### src/rtl/dm_pkg.sv
`default_nettype none
// ============================================================================
// Package  : dm_pkg
// Brief    : Shared size codes, port indices and access check for dm_arbiter.
// Revision : 1.0 - initial release
// ============================================================================
package dm_pkg;

    typedef enum logic [1:0] {
        SZ_WORD = 2'b00,
        SZ_HALF = 2'b01,
        SZ_BYTE = 2'b10,
        SZ_RSVD = 2'b11
    } dm_size_e;

    localparam int P_CPU = 0;
    localparam int P_DBG = 1;

    // True when an access of this size at this address must not reach memory.
    function automatic logic access_err(input logic [1:0] size, input logic [1:0] addr_lo);
        logic bad;
        case (size)
            SZ_WORD: bad = (addr_lo != 2'b00);
            SZ_HALF: bad = addr_lo[0];
            SZ_BYTE: bad = 1'b0;
            default: bad = 1'b1;
        endcase
        return bad;
    endfunction

endpackage
`default_nettype wire

### src/rtl/rr_arb2.sv
`default_nettype none
// ============================================================================
// Module   : rr_arb2
// Brief    : Two-way round-robin grant with a registered priority pointer.
// Revision : 1.0 - initial release
// ============================================================================
module rr_arb2 #(
    parameter bit PTR_RESET = 1'b1
) (
    input  logic       clk,
    input  logic       rst,
    input  logic [1:0] req,
    input  logic       advance,
    output logic [1:0] gnt
);

    // 1 = port 0 wins a conflict, 0 = port 1 wins.
    logic r_p0_prio;

    always_comb begin
        gnt = req;
        if (req == 2'b11) begin
            gnt = r_p0_prio ? 2'b01 : 2'b10;
        end
    end

    // After a grant, priority passes to the port that was not served.
    always_ff @(posedge clk) begin
        if (rst) begin
            r_p0_prio <= PTR_RESET;
        end else if (advance) begin
            r_p0_prio <= gnt[1];
        end
    end

endmodule
`default_nettype wire

### src/rtl/dm_arbiter.sv
`default_nettype none
// ============================================================================
// Module   : dm_arbiter
// Brief    : Round-robin sharing of the data memory between CPU and debug ports.
// Revision : 1.0 - initial release
// ============================================================================
module dm_arbiter
    import dm_pkg::*;
#(
    parameter int unsigned AW            = 9,
    parameter bit          P0_PRIO_RESET = 1'b1,
    parameter bit          BYPASS_ERR    = 1'b0
) (
    input  logic          clk,
    input  logic          rst,

    input  logic          m0_req,
    input  logic          m0_we,
    input  logic [1:0]    m0_byte,
    input  logic [AW-1:0] m0_addr,
    input  logic [31:0]   m0_wdata,
    output logic          m0_gnt,
    output logic          m0_rvalid,
    output logic [31:0]   m0_rdata,
    output logic          m0_err,

    input  logic          m1_req,
    input  logic          m1_we,
    input  logic [1:0]    m1_byte,
    input  logic [AW-1:0] m1_addr,
    input  logic [31:0]   m1_wdata,
    output logic          m1_gnt,
    output logic          m1_rvalid,
    output logic [31:0]   m1_rdata,
    output logic          m1_err,

    output logic          dm_we,
    output logic [1:0]    dm_byte,
    output logic [AW-1:0] dm_addr,
    output logic [31:0]   dm_din,
    input  logic [31:0]   dm_dout
);

    logic [1:0]    w_req;
    logic [1:0]    w_gnt;
    logic          w_any;
    logic          w_we;
    logic [1:0]    w_byte;
    logic [AW-1:0] w_addr;
    logic [31:0]   w_wdata;
    logic          w_err;
    logic          w_rd_ok;

    logic [1:0]    r_hold_byte;
    logic [AW-1:0] r_hold_addr;
    logic [31:0]   r_hold_din;
    logic          r_rvalid [2];
    logic          r_err    [2];
    logic [31:0]   r_rdata  [2];

    // Nothing is granted while reset is held so no write can slip through.
    assign w_req = {m1_req, m0_req} & {2{~rst}};

    rr_arb2 #(
        .PTR_RESET (P0_PRIO_RESET)
    ) u_rr_arb2 (
        .clk     (clk),
        .rst     (rst),
        .req     (w_req),
        .advance (w_any),
        .gnt     (w_gnt)
    );

    assign w_any   = |w_gnt;
    assign w_we    = w_gnt[P_DBG] ? m1_we    : m0_we;
    assign w_byte  = w_gnt[P_DBG] ? m1_byte  : m0_byte;
    assign w_addr  = w_gnt[P_DBG] ? m1_addr  : m0_addr;
    assign w_wdata = w_gnt[P_DBG] ? m1_wdata : m0_wdata;
    assign w_err   = !BYPASS_ERR && access_err(w_byte, w_addr[1:0]);
    assign w_rd_ok = w_any && !w_we && !w_err;

    assign m0_gnt  = w_gnt[P_CPU];
    assign m1_gnt  = w_gnt[P_DBG];

    // Memory bus follows the winner and otherwise parks on the last access.
    assign dm_we   = w_any && w_we && !w_err;
    assign dm_byte = w_any ? w_byte  : r_hold_byte;
    assign dm_addr = w_any ? w_addr  : r_hold_addr;
    assign dm_din  = w_any ? w_wdata : r_hold_din;

    always_ff @(posedge clk) begin
        if (rst) begin
            r_hold_byte <= 2'b00;
            r_hold_addr <= '0;
            r_hold_din  <= 32'd0;
        end else if (w_any) begin
            r_hold_byte <= w_byte;
            r_hold_addr <= w_addr;
            r_hold_din  <= w_wdata;
        end
    end

    always_ff @(posedge clk) begin
        for (int p = 0; p < 2; p++) begin
            if (rst) begin
                r_rvalid[p] <= 1'b0;
                r_err[p]    <= 1'b0;
                r_rdata[p]  <= 32'd0;
            end else begin
                r_rvalid[p] <= w_gnt[p] && w_rd_ok;
                r_err[p]    <= w_gnt[p] && w_err;
                if (w_gnt[p] && w_rd_ok) begin
                    r_rdata[p] <= dm_dout;
                end
            end
        end
    end

    assign m0_rvalid = r_rvalid[P_CPU];
    assign m0_err    = r_err[P_CPU];
    assign m0_rdata  = r_rdata[P_CPU];
    assign m1_rvalid = r_rvalid[P_DBG];
    assign m1_err    = r_err[P_DBG];
    assign m1_rdata  = r_rdata[P_DBG];

endmodule
`default_nettype wire

### config.mk
export PLATFORM = sky130hd
export DESIGN_NAME = dm_arbiter
export DESIGN_NICKNAME = d
export VERILOG_FILES = /design/src/rtl/dm_pkg.sv /design/src/rtl/rr_arb2.sv /design/src/rtl/dm_arbiter.sv
export SDC_FILE = /design/constraint.sdc
export NUM_CORES = 1
export LEC_CHECK = 0
export ABC_AREA = 0
export ABC_CLOCK_PERIOD_IN_PS = 1800
export BUFFER_PORTS_ARGS = -buffer_cell sky130_fd_sc_hd__buf_2
export CAP_MARGIN = 0
export CORE_MARGIN = 2
export CORE_UTILIZATION = 41
export DETAILED_ROUTE_END_ITERATION = 10
export GPL_ROUTABILITY_DRIVEN = 0
export PLACE_DENSITY_LB_ADDON = 0.15
export SLEW_MARGIN = 20
export SYNTH_ARGS = -nofsm -noshare
export SYNTH_HDL_FRONTEND = slang
export SYNTH_SLANG_ARGS = --single-unit
### constraint.sdc
create_clock -name clk -period 1.8 [get_ports clk]
set_input_delay 0.18 -clock clk [delete_from_list [all_inputs] [get_ports clk]]
set_output_delay 0.18 -clock clk [all_outputs]
set_load 0.02 [all_outputs]
==> impl_metrics.tcl <==
set metrics [dict create \
    final_cell_mix "buf_2 (212), and2_1 (65), edfxtp_1 (64), dfxtp_1 (47), nor2_1 (46)" \
    dpl_worst_slack_ns 0.0221 \
    rsz0062_at_grt "yes" \
    ir_drop_mv 0.622 \
    yosysUniqueCellTypes 29 \
    hold_viol 0 \
    crit_arrival_ns 1.63 \
    finalCriticalPeriod_ns 1.81 \
    drive_above_1_share 0.523 \
    die_w_um 112 \
    setup_tns_ns -0.0614 \
    routed.top_layer "met4" \
    post_drt_wl_per_cell_um 15.8 \
    cp_num_buf_inv 2 \
    antenna_found_initial 0 \
    finalNonFillerCells 801 \
    yosysSeqAreaShare 0.607 \
    syn2layout_area_growth_pct 51.6 \
    met2_length_um 6250 \
    cts_max_level 3 \
    cts_tree "yes" \
    grt_pass1_vias 3712 \
    dpl_cell_area_um2 6190 \
    ys_ff_latch 112 \
    cp.required_ns 1.62 \
    grt_max_degree 47 \
    yosysWarnings 0 \
    cp_slowest_cell "dfxtp_2" \
    io_pins 238 \
    numCtsBuffers 9 \
    violations "setup timing" \
    status "complete, but fails checks" \
    setup_slack_ns -0.0107 \
    cts_hold_buf 0 \
    dp_cells 775 \
    drc_errors 0 \
    setup_viol 12 \
    cap_viol_max_count 0 \
    slew_viol_final 0 \
    hp-class "input pin to flip-flop" \
    final_common_cell "buf_2" \
    root_buffer "clkbuf_16" \
    grt-ovfl-total 0 \
    worstSetupPathType "flip-flop to primary output" \
    hpwl_um 8330 \
    endpoint_kind "primary output" \
    cts_buffer_depth 2 \
    wl_met1_um 5140 \
    skew_ns 0.00481 \
    powerDensity_nw_per_um2 891 \
    intPower_w 0.00468 \
    dieHeight_um 112 \
    path_cells "nand2_4 > nand2_8 > buf_12 > mux2i_4 > a21oi_2 > buf_4" \
    crit_path_start_kind "flip-flop" \
    dr_total_vias 3977 \
    grt_first_pass_wirelength_um 18100 \
    finish.instance_area_um2 7200 \
    postRouteAntennaNets 0 \
    initial_core_util 0.418 \
    clkPwrFrac 0.334 \
    slew-limit-headroom 0.651 \
    slowest_delay_ns 0.34 \
    first_pass_iters 4 \
    via_per_inst 4.97 \
    switching_share 0.270 \
    nFillCells 903 \
    fmax_mhz 552 \
    totalWireLength_um 12600 \
    final_util 0.633 \
    drt_iter0_markers 153 \
    dieArea_um2 12500 \
    cpLargestDelayFamily "buffers and inverters" \
    coreArea_um2 11400 \
    p_sw_w 0.00173 \
    num_rows 39 \
    syn_nets 531 \
    cts.sinks 112 \
    clk_latency_ns 0.34 \
    dr_wl_met3_um 1010 \
    n_antenna_cell 0 \
    p_leak_nw 3.16 \
    p_comb_frac 0.213 \
    track_usage 0.181 \
    worstMarginPinSlew_ns 0.524 \
    path_max_fanout 5 \
    fin_crit_sh 1.01 \
    nets 777 \
    portBuffers 237 \
    p_seq_frac 0.453 \
    clk_pin_slew_ns 0.07 \
    avgSynthCellArea_um2 11.7 \
    synth_area_um2 4750 \
    syn_inst 407 \
]
-- state kept, by name, indices dropped and copies added (netlist names) --
signal and count:
r_err 2, r_hold_addr 9, r_hold_byte 2, r_hold_din 32, r_rdata 64, r_rvalid 2
u_rr_arb2.r_p0_prio 1
-- power groups by stage --
stage | clock (W) | combinational, W | sequential [W]
floorplan | 0 | 0.000537 | 0.00307
global placement | 0 | 0.00109 | 0.00296
detailed placement | 0 | 0.00110 | 0.00297
CTS | 0.00218 | 0.00114 | 0.00291
global route | 0.00226 | 0.00147 | 0.00292
finish | 0.00214 | 0.00137 | 0.00291
-- layout make-up --
cell class,instances,area [µm²],share of cell area
multi-input cells,263,2120,0.294
well taps,143,179,0.0248
inverters,4,17.5,0.00243
clock inverters,6,92.6,0.0129
flip-flops and latches,112,2880,0.400
clock buffers,10,229,0.0318
repair buffers,263,1680,0.234
-- worst reg2reg max path: stages, from the launching register on --
cell and delay [ns]:
dfxtp_2 0.34, nand2_4 0.12, a221oi_1 0.11, buf_4 0.18
a2111oi_4 0.33, or2_4 0.20, buf_12 0.17
-- layer usage --
layer  vias to the layer above  global-route usage
met5                         -                   0
met4                         0              0.0716
met3                        17              0.0452
met2                       180               0.294
met1                      1810               0.234
li1                       1970                   -
-- synthesized netlist by cell type (all sizes together) --
cell | number | area share
and2 | 65 | 0.086
a211o | 1 | 0.0018
a2111oi | 1 | 0.0058
o21ai | 1 | 0.0011
nand2 | 2 | 0.0021
edfxtp | 64 | 0.40
a21boi | 1 | 0.0016
nand3b | 1 | 0.0016
nor2b | 3 | 0.0045
a211oi | 43 | 0.068
a21o | 1 | 0.0016
or2 | 2 | 0.0026
mux2i | 43 | 0.091
nand3 | 1 | 0.0011
buf | 12 | 0.016
inv | 4 | 0.0032
o21a | 1 | 0.0016
nand2b | 2 | 0.0026
a21oi | 45 | 0.047
a221oi | 1 | 0.0018
clkbuf | 17 | 0.013
nor3 | 1 | 0.0021
nor2 | 47 | 0.037
dfxtp | 48 | 0.20
-- kinds of logic (layout without fill, tap and decap cells) --
group	after synthesis	count (layout)	synth area share
and+or+nand+nor	124	125	0.139
DFF	112	112	0.607
AOI/OAI and AO/OA	95	95	0.131
muxes	43	43	0.0906
buffers and inverters	33	283	0.0324
-- stage by stage --
step,hold WS (ns),total power [W]
floorplan,0.273,0.00360
global placement,0.420,0.00405
detailed placement,0.427,0.00406
CTS,0.0760,0.00622
global route,0.115,0.00665
finish,0.101,0.00642
-- worst paths after layout --
path	start	endpoint	slack (ns)	cells after the start
hold reg to reg	r_hold_din[12]	r_hold_din[12]	0.54	2
hold / removal	m0_req	u_rr_arb2.r_p0_prio	0.10	2
setup reg to reg	u_rr_arb2.r_p0_prio	r_rdata[0][0]	0.06	6
setup / recovery	u_rr_arb2.r_p0_prio	dm_addr[8]	-0.01	6
-- repair_timing --
item                                    4_1_cts  5_1_grt
cloned                                        1        7
setup buffers                                 0        2
pin swaps                                     0       21
gates resized for setup                      16      105
endpoints found under the setup margin       42       43
No activity file was read; power rests on OpenSTA's default activity.
